### src/rtl/input_conditioner.sv
// Synchronizes and debounces board buttons and switches, and emits one-cycle rise pulses
// that stay suppressed until the inputs have settled after reset.
module input_conditioner #(
  parameter int unsigned DEBOUNCE_CYCLES = 500000,
  parameter int unsigned CNT_W           = 20
) (
  input  logic       clk,
  input  logic       rst_n,
  input  logic [4:0] btn_raw,
  input  logic [7:0] sw_raw,
  output logic [4:0] btn_level,
  output logic [4:0] btn_press,
  output logic [7:0] sw_level,
  output logic [7:0] sw_rise,
  output logic       any_event,
  output logic       settled
);

  localparam int unsigned NumCh = 13;
  localparam logic [CNT_W-1:0] LastCnt   = CNT_W'(DEBOUNCE_CYCLES - 1);
  localparam logic [CNT_W-1:0] SettleEnd = CNT_W'(DEBOUNCE_CYCLES + 1);

  localparam logic [0:0] StSettle = 1'b0;
  localparam logic [0:0] StRun    = 1'b1;

  // Channel map: [4:0] buttons, [12:5] switches.
  logic [NumCh-1:0] raw;
  logic [NumCh-1:0] s1_q, s2_q;
  logic [NumCh-1:0] stable_q, stable_d;
  logic [NumCh-1:0] pulse_q, pulse_d;
  logic [CNT_W-1:0] cnt_q [NumCh];
  logic [CNT_W-1:0] cnt_d [NumCh];
  logic             any_q, any_d;
  logic [0:0]       state_q, state_d;
  logic [CNT_W-1:0] settle_cnt_q, settle_cnt_d;

  assign raw = {sw_raw, btn_raw};

  always_comb begin
    stable_d = stable_q;
    pulse_d  = '0;
    for (int i = 0; i < NumCh; i++) begin
      cnt_d[i] = cnt_q[i];
      if (s2_q[i] == stable_q[i]) begin
        cnt_d[i] = '0;
      end else if (cnt_q[i] == LastCnt) begin
        stable_d[i] = s2_q[i];
        cnt_d[i]    = '0;
        pulse_d[i]  = s2_q[i] & (state_q == StRun);
      end else begin
        cnt_d[i] = cnt_q[i] + CNT_W'(1);
      end
    end
    // btnS is a game-control button, not a move.
    any_d = |{pulse_d[12:5], pulse_d[3:0]};
  end

  always_comb begin
    state_d      = state_q;
    settle_cnt_d = settle_cnt_q;
    if (state_q == StSettle) begin
      if (settle_cnt_q == SettleEnd) begin
        state_d = StRun;
      end else begin
        settle_cnt_d = settle_cnt_q + CNT_W'(1);
      end
    end
  end

  always_ff @(posedge clk or negedge rst_n) begin
    if (!rst_n) begin
      s1_q         <= '0;
      s2_q         <= '0;
      stable_q     <= '0;
      pulse_q      <= '0;
      any_q        <= 1'b0;
      state_q      <= StSettle;
      settle_cnt_q <= '0;
      for (int i = 0; i < NumCh; i++) cnt_q[i] <= '0;
    end else begin
      s1_q         <= raw;
      s2_q         <= s1_q;
      stable_q     <= stable_d;
      pulse_q      <= pulse_d;
      any_q        <= any_d;
      state_q      <= state_d;
      settle_cnt_q <= settle_cnt_d;
      for (int i = 0; i < NumCh; i++) cnt_q[i] <= cnt_d[i];
    end
  end

  assign btn_level = stable_q[4:0];
  assign sw_level  = stable_q[12:5];
  assign btn_press = pulse_q[4:0];
  assign sw_rise   = pulse_q[12:5];
  assign any_event = any_q;
  assign settled   = (state_q == StRun);

endmodule

### config.mk
export PLATFORM = sky130hd
export DESIGN_NAME = input_conditioner
export DESIGN_NICKNAME = d
export VERILOG_FILES = /design/src/rtl/input_conditioner.sv
export SDC_FILE = /design/constraint.sdc
export NUM_CORES = 1
export LEC_CHECK = 0
export ABC_CLOCK_PERIOD_IN_PS = 1900
export CORE_MARGIN = 2
export CORE_UTILIZATION = 44
export DETAILED_ROUTE_END_ITERATION = 16
export PLACE_DENSITY_LB_ADDON = 0.25
export SLEW_MARGIN = 30
export SYNTH_ARGS = -nofsm -noshare
export SYNTH_HDL_FRONTEND = slang
export SYNTH_SLANG_ARGS = --single-unit
### constraint.sdc
create_clock -name clk -period 1.9 [get_ports clk]
set_input_delay 0.285 -clock clk [delete_from_list [all_inputs] [get_ports clk]]
set_output_delay 0.285 -clock clk [all_outputs]
set_load 0.02 [all_outputs]
-- Word-level counts from Yosys, hierarchy flattened
Cells that the tools add are included.
Widths: inputs -> output; s select.
- bitwise gates (word level): 28
- multiplexer cells: 54
- reduce and logical (&&, ||, !) cells: 15
- eq/ne operators: 27
- add/subtract/negate cells: 14
- operators with widths (kind ; number):
    $mux 20 ; 26
    $add 20x1->20 const B ; 14
    $eq 20x19->1 const B ; 14
    $mux 1 ; 28
    $reduce_and 2->1 ; 14
    $not 1->1 ; 15
    $and 1x1->1 ; 13
    $eq 1x1->1 ; 13
    $reduce_or 12->1 ; 1
- register bits: 334
- word-level logic and storage cells: 170

-- Depth between registers and ports, before layout
- word-level depth: 4
- mapped depth: 9

-- Worst setup path before layout
Ideal clock, no wire load.
- kind: register to register
- from: register cnt_q[120] in the netlist's numbering
- to: register cnt_q[137] in the netlist's numbering
- path slack: -7 ps
- period minus slack after synthesis: 1907 ps
- required time: 1781 ps
- buffers on the path: 2
- arrival time: 1788 ps
- stages on the path, launching flop included: 9
- cell sequence: dfrtp_1 ha_1 and3_1 buf_2 nand2_1 or4_1 nand2_2 buf_4 nor2_1
- RTL lines (element ; line ; source):
    from (decl) ; 31 ; logic [CNT_W-1:0] cnt_q [NumCh];

==> out/results.tsv <==
stage	metric	value	unit
global_routing	grt_pass1_vias	10900	
global_routing	antenna_found_initial	0	
die	die_w	191	um
timing	fin_skew	17.7	ps
worst_setup_path	worst-setup-path-type	reg2reg	
yosys	yosys_warnings	0	
timing	relSlewSlack	42.2	%
worst_setup_path	r2r_start	cnt_q[160]$_DFF_PN0_	
hold_path	min_to	s1_q[1]$_DFF_PN0_	
global_routing	grt_first_pass_wirelength	51.8	mm
clock_tree	h-tree-depth	2	
placed_design	gp_congestion	0.820	
timing	fin_crit	1920	ps
worst_setup_path	cp-start-kind	flop	
yosys	synthesis.area	15300	sq um
status	status	finished with violations	
worst_setup_path	path_max_fanout	5	
placed_design	io_buffers	42	
global_routing	grt_overflow	0	
hold_path	hold_path_startpoint	btn_raw[1]	
timing	hold_violations	0	
pwr	power	15.1	mW
hold_path	hold_depth	1	
finish	layout-drive-gt1-share	13.8	%
yosys	ys_seq_area_share	54.6	%
worst_setup_path	cp-end-kind	flop	
routing	wire_per_inst	14.1	um
pwr	powerDensity	815	nW/um^2
worst_setup_path	reg2reg_slack	-20	ps
die	core	34400	sq um
clock_tree	cts_tree	built	
finish	diodes	0	
finish	nNetsFinal	1669	
clock_tree	cts_buffers	38	
finish	synthToLayoutAreaGrowth	20.7	%
timing	max_freq	0.520	GHz
die	start_util	44.6	%
die	die_y	191	um
placed_design	dp_cells	2045	
yosys	syn_inst	1496	
timing	final_max_slew_viol_count	0	
yosys	async_flop_share	100	%
yosys	synth_area_leaders	dfrtp_1 55%, xor2_1 8.5%, nor2_1 7.3%	
worst_setup_path	reg2reg_depth	7	
yosys	yosysTopAreaCellShare	54.6	%
clock_tree	clockBufferDepth	3	
yosys	syn-num-nets	1526	
placed_design	post-dp-hpwl	20.1	mm
timing	fin_ws	-23.1	ps
timing	whs	195	ps
timing	tightest_slew	864	ps
clock_tree	root_buffer	clkbuf_16	
pwr	peakVddDrop	0.000617	V
global_routing	grt_usage	17.0	%
finish	fillCellCount	3072	
worst_setup_path	cp_data_required_time	2310	ps
finish	finalNonFillerCells	2123	
routing	drt_iter0_drc	543	
routing	num_vias	10900	
routing	drcViolationCount	0	
pwr	p_leak	7.90	nW
routing	ant_nets	0	
clock_tree	cts.sinks	334	
job	max_cap_viol_count	0	
clock_tree	cts.clk_slew.worst_paths	60	ps
worst_setup_path	worst_r2r_endpoint	cnt_q[176]$_DFF_PN0_	
routing	routed_wl	30.0	mm
timing	finalCritPeriodShare	101	%
yosys	synth_enable_flop_cells	0	
yosys	synth_seq_cells	334	
timing	rsz0062_at_grt	true	
yosys	ys.flop_type	dfrtp_1	
die	floorplan.die_area	36300	sq um
die	io_pins	43	
die	rows	68	
worst_setup_path	cp.arrival	2330	ps
yosys	synth_top_area_cell	dfrtp_1	
status	violations	setup timing	
timing	setup_violations	11	
hold_path	hold_path.class	in2reg	
global_routing	grt_max_degree	64	
clock_tree	insertion_delay	530	ps
yosys	ys_types	46	
routing	first_pass_iters	5	
yosys	synth_area_per_cell	10.2	sq um
routing	vias_per_cell	5.14	
[cells in the mapped netlist, drive strengths merged, types with 7 or more instances]
library cell  count
mux2             13
nand3            77
nor3             49
xor2            148
dfrtp           334
o21ai            19
or2               7
ha               15
or3              14
a21oi            13
xnor2           105
clkbuf           18
nand2           114
buf              19
nor4b            13
and4             23
and3             25
nand4            91
inv              31
nor2            296
nor4             38
or4               7
[state kept, by name, summed over array words and instances (netlist names)]
signal and flops:
settle_cnt_q 20, s1_q 13, pulse_q 13, stable_q 13, cnt_q 260, settled 1, s2_q 13, any_event 1
[stage by stage]
stage / instance area (sq um) / utilization (%) / worst slack, ps / TNS [ps]
CTS: 18200 / 53.0 / 0.0223 / 0
global route: 18500 / 53.8 / -111 / -1170
detailed placement: 16900 / 49.3 / -61.7 / -61.7
floorplan: 15300 / - / 0.676 / 0
global placement: 16900 / 49.3 / -54.4 / -54.4
finish: 18500 / 53.8 / -23.1 / -126
[how the worst max path moves through the flow]
| stage | start | endpoint | slack, ps | depth (start not counted) |
|---|---|---|---|---|
| after global placement | cnt_q[132]$_DFF_PN0_ | stable_q[6]$_DFFE_PN0P_ | -50 | 5 |
| final | cnt_q[160]$_DFF_PN0_ | cnt_q[176]$_DFF_PN0_ | -20 | 7 |
| after floorplan | cnt_q[120]$_DFF_PN0_ | cnt_q[137]$_DFF_PN0_ | 0.7 | 8 |
| after detailed placement | cnt_q[132]$_DFF_PN0_ | stable_q[6]$_DFFE_PN0P_ | -60 | 5 |
| after global routing | cnt_q[160]$_DFF_PN0_ | pulse_q[4]$_DFF_PN0_ | -110 | 6 |
| after CTS | stable_q[10]$_DFFE_PN0P_ | sw_level[5] | 0.02 | 1 |
[worst max-delay path, stage by stage (launching register included)]
cell,delay [ps]
dfrtp_1,390
ha_2,200
nand4_1,100
or4_1,410
or3_4,390
buf_12,160
nand2_8,110
nor2_2,50
[power by group]
group | switching [mW] | internal (mW) | total, mW
clock | 2.96 | 4.32 | 7.28
combinational | 0.315 | 0.178 | 0.493
sequential | 0.0811 | 7.21 | 7.29
[routing by layer]
layer  part of all wire (%)  GRT usage (%)
met2                     47           28.0
met5                      0              0
met3                    3.3           2.65
met1                     48           23.5
met4                    1.9           4.08
[kinds of logic (layout without fill, tap and decap cells)]
logic type	count (synthesis)	in the layout	synth area share [%]
simple gates	776	778	25.6
mux	13	13	0.956
fa+ha+maj	15	15	1.23
compound gates	37	37	1.32
xor+xnor	253	253	14.5
flops	334	334	54.6
buf+inv	68	238	1.91
[cell type report]
cell class	instances	area [sq um]	share of cell area, %
Inverter	31	116	0.629
Tap cell	455	569	3.08
Timing Repair Buffer	138	1290	6.99
Clock inverter	22	226	1.23
Clock buffer	47	1030	5.60
Multi-Input combinational cell	1096	6890	37.3
Sequential cell	334	8360	45.2
[layout by cell type, fill, tap and decap left out, types with 12 or more instances in the layout]
cell | netlist | routed
a21oi_1 | 12 | 12
and3_1 | 25 | 23
and4_1 | 23 | 23
buf_4 | 6 | 83
clkbuf_16 | 0 | 38
clkdlybuf4s50_1 | 0 | 31
dfrtp_1 | 334 | 334
ha_1 | 15 | 13
inv_1 | 30 | 30
nand2_1 | 112 | 112
nand3_1 | 77 | 76
nand4_1 | 91 | 91
nor2_1 | 296 | 290
nor3_1 | 40 | 36
nor3_2 | 9 | 13
nor4_1 | 33 | 22
nor4_2 | 4 | 13
nor4b_1 | 13 | 12
o21ai_0 | 16 | 13
or3_1 | 12 | 12
xnor2_1 | 105 | 105
xor2_1 | 148 | 148
[repair_timing]
action	4_1_cts	5_1_grt
hold endpoints to repair	101	0
gates cloned	0	2
pin swaps	0	10
setup buffers	0	6
gates resized for setup	9	44
setup endpoints to repair	10	148
hold buffers	1	0
Power figures use the tool's default switching activity.
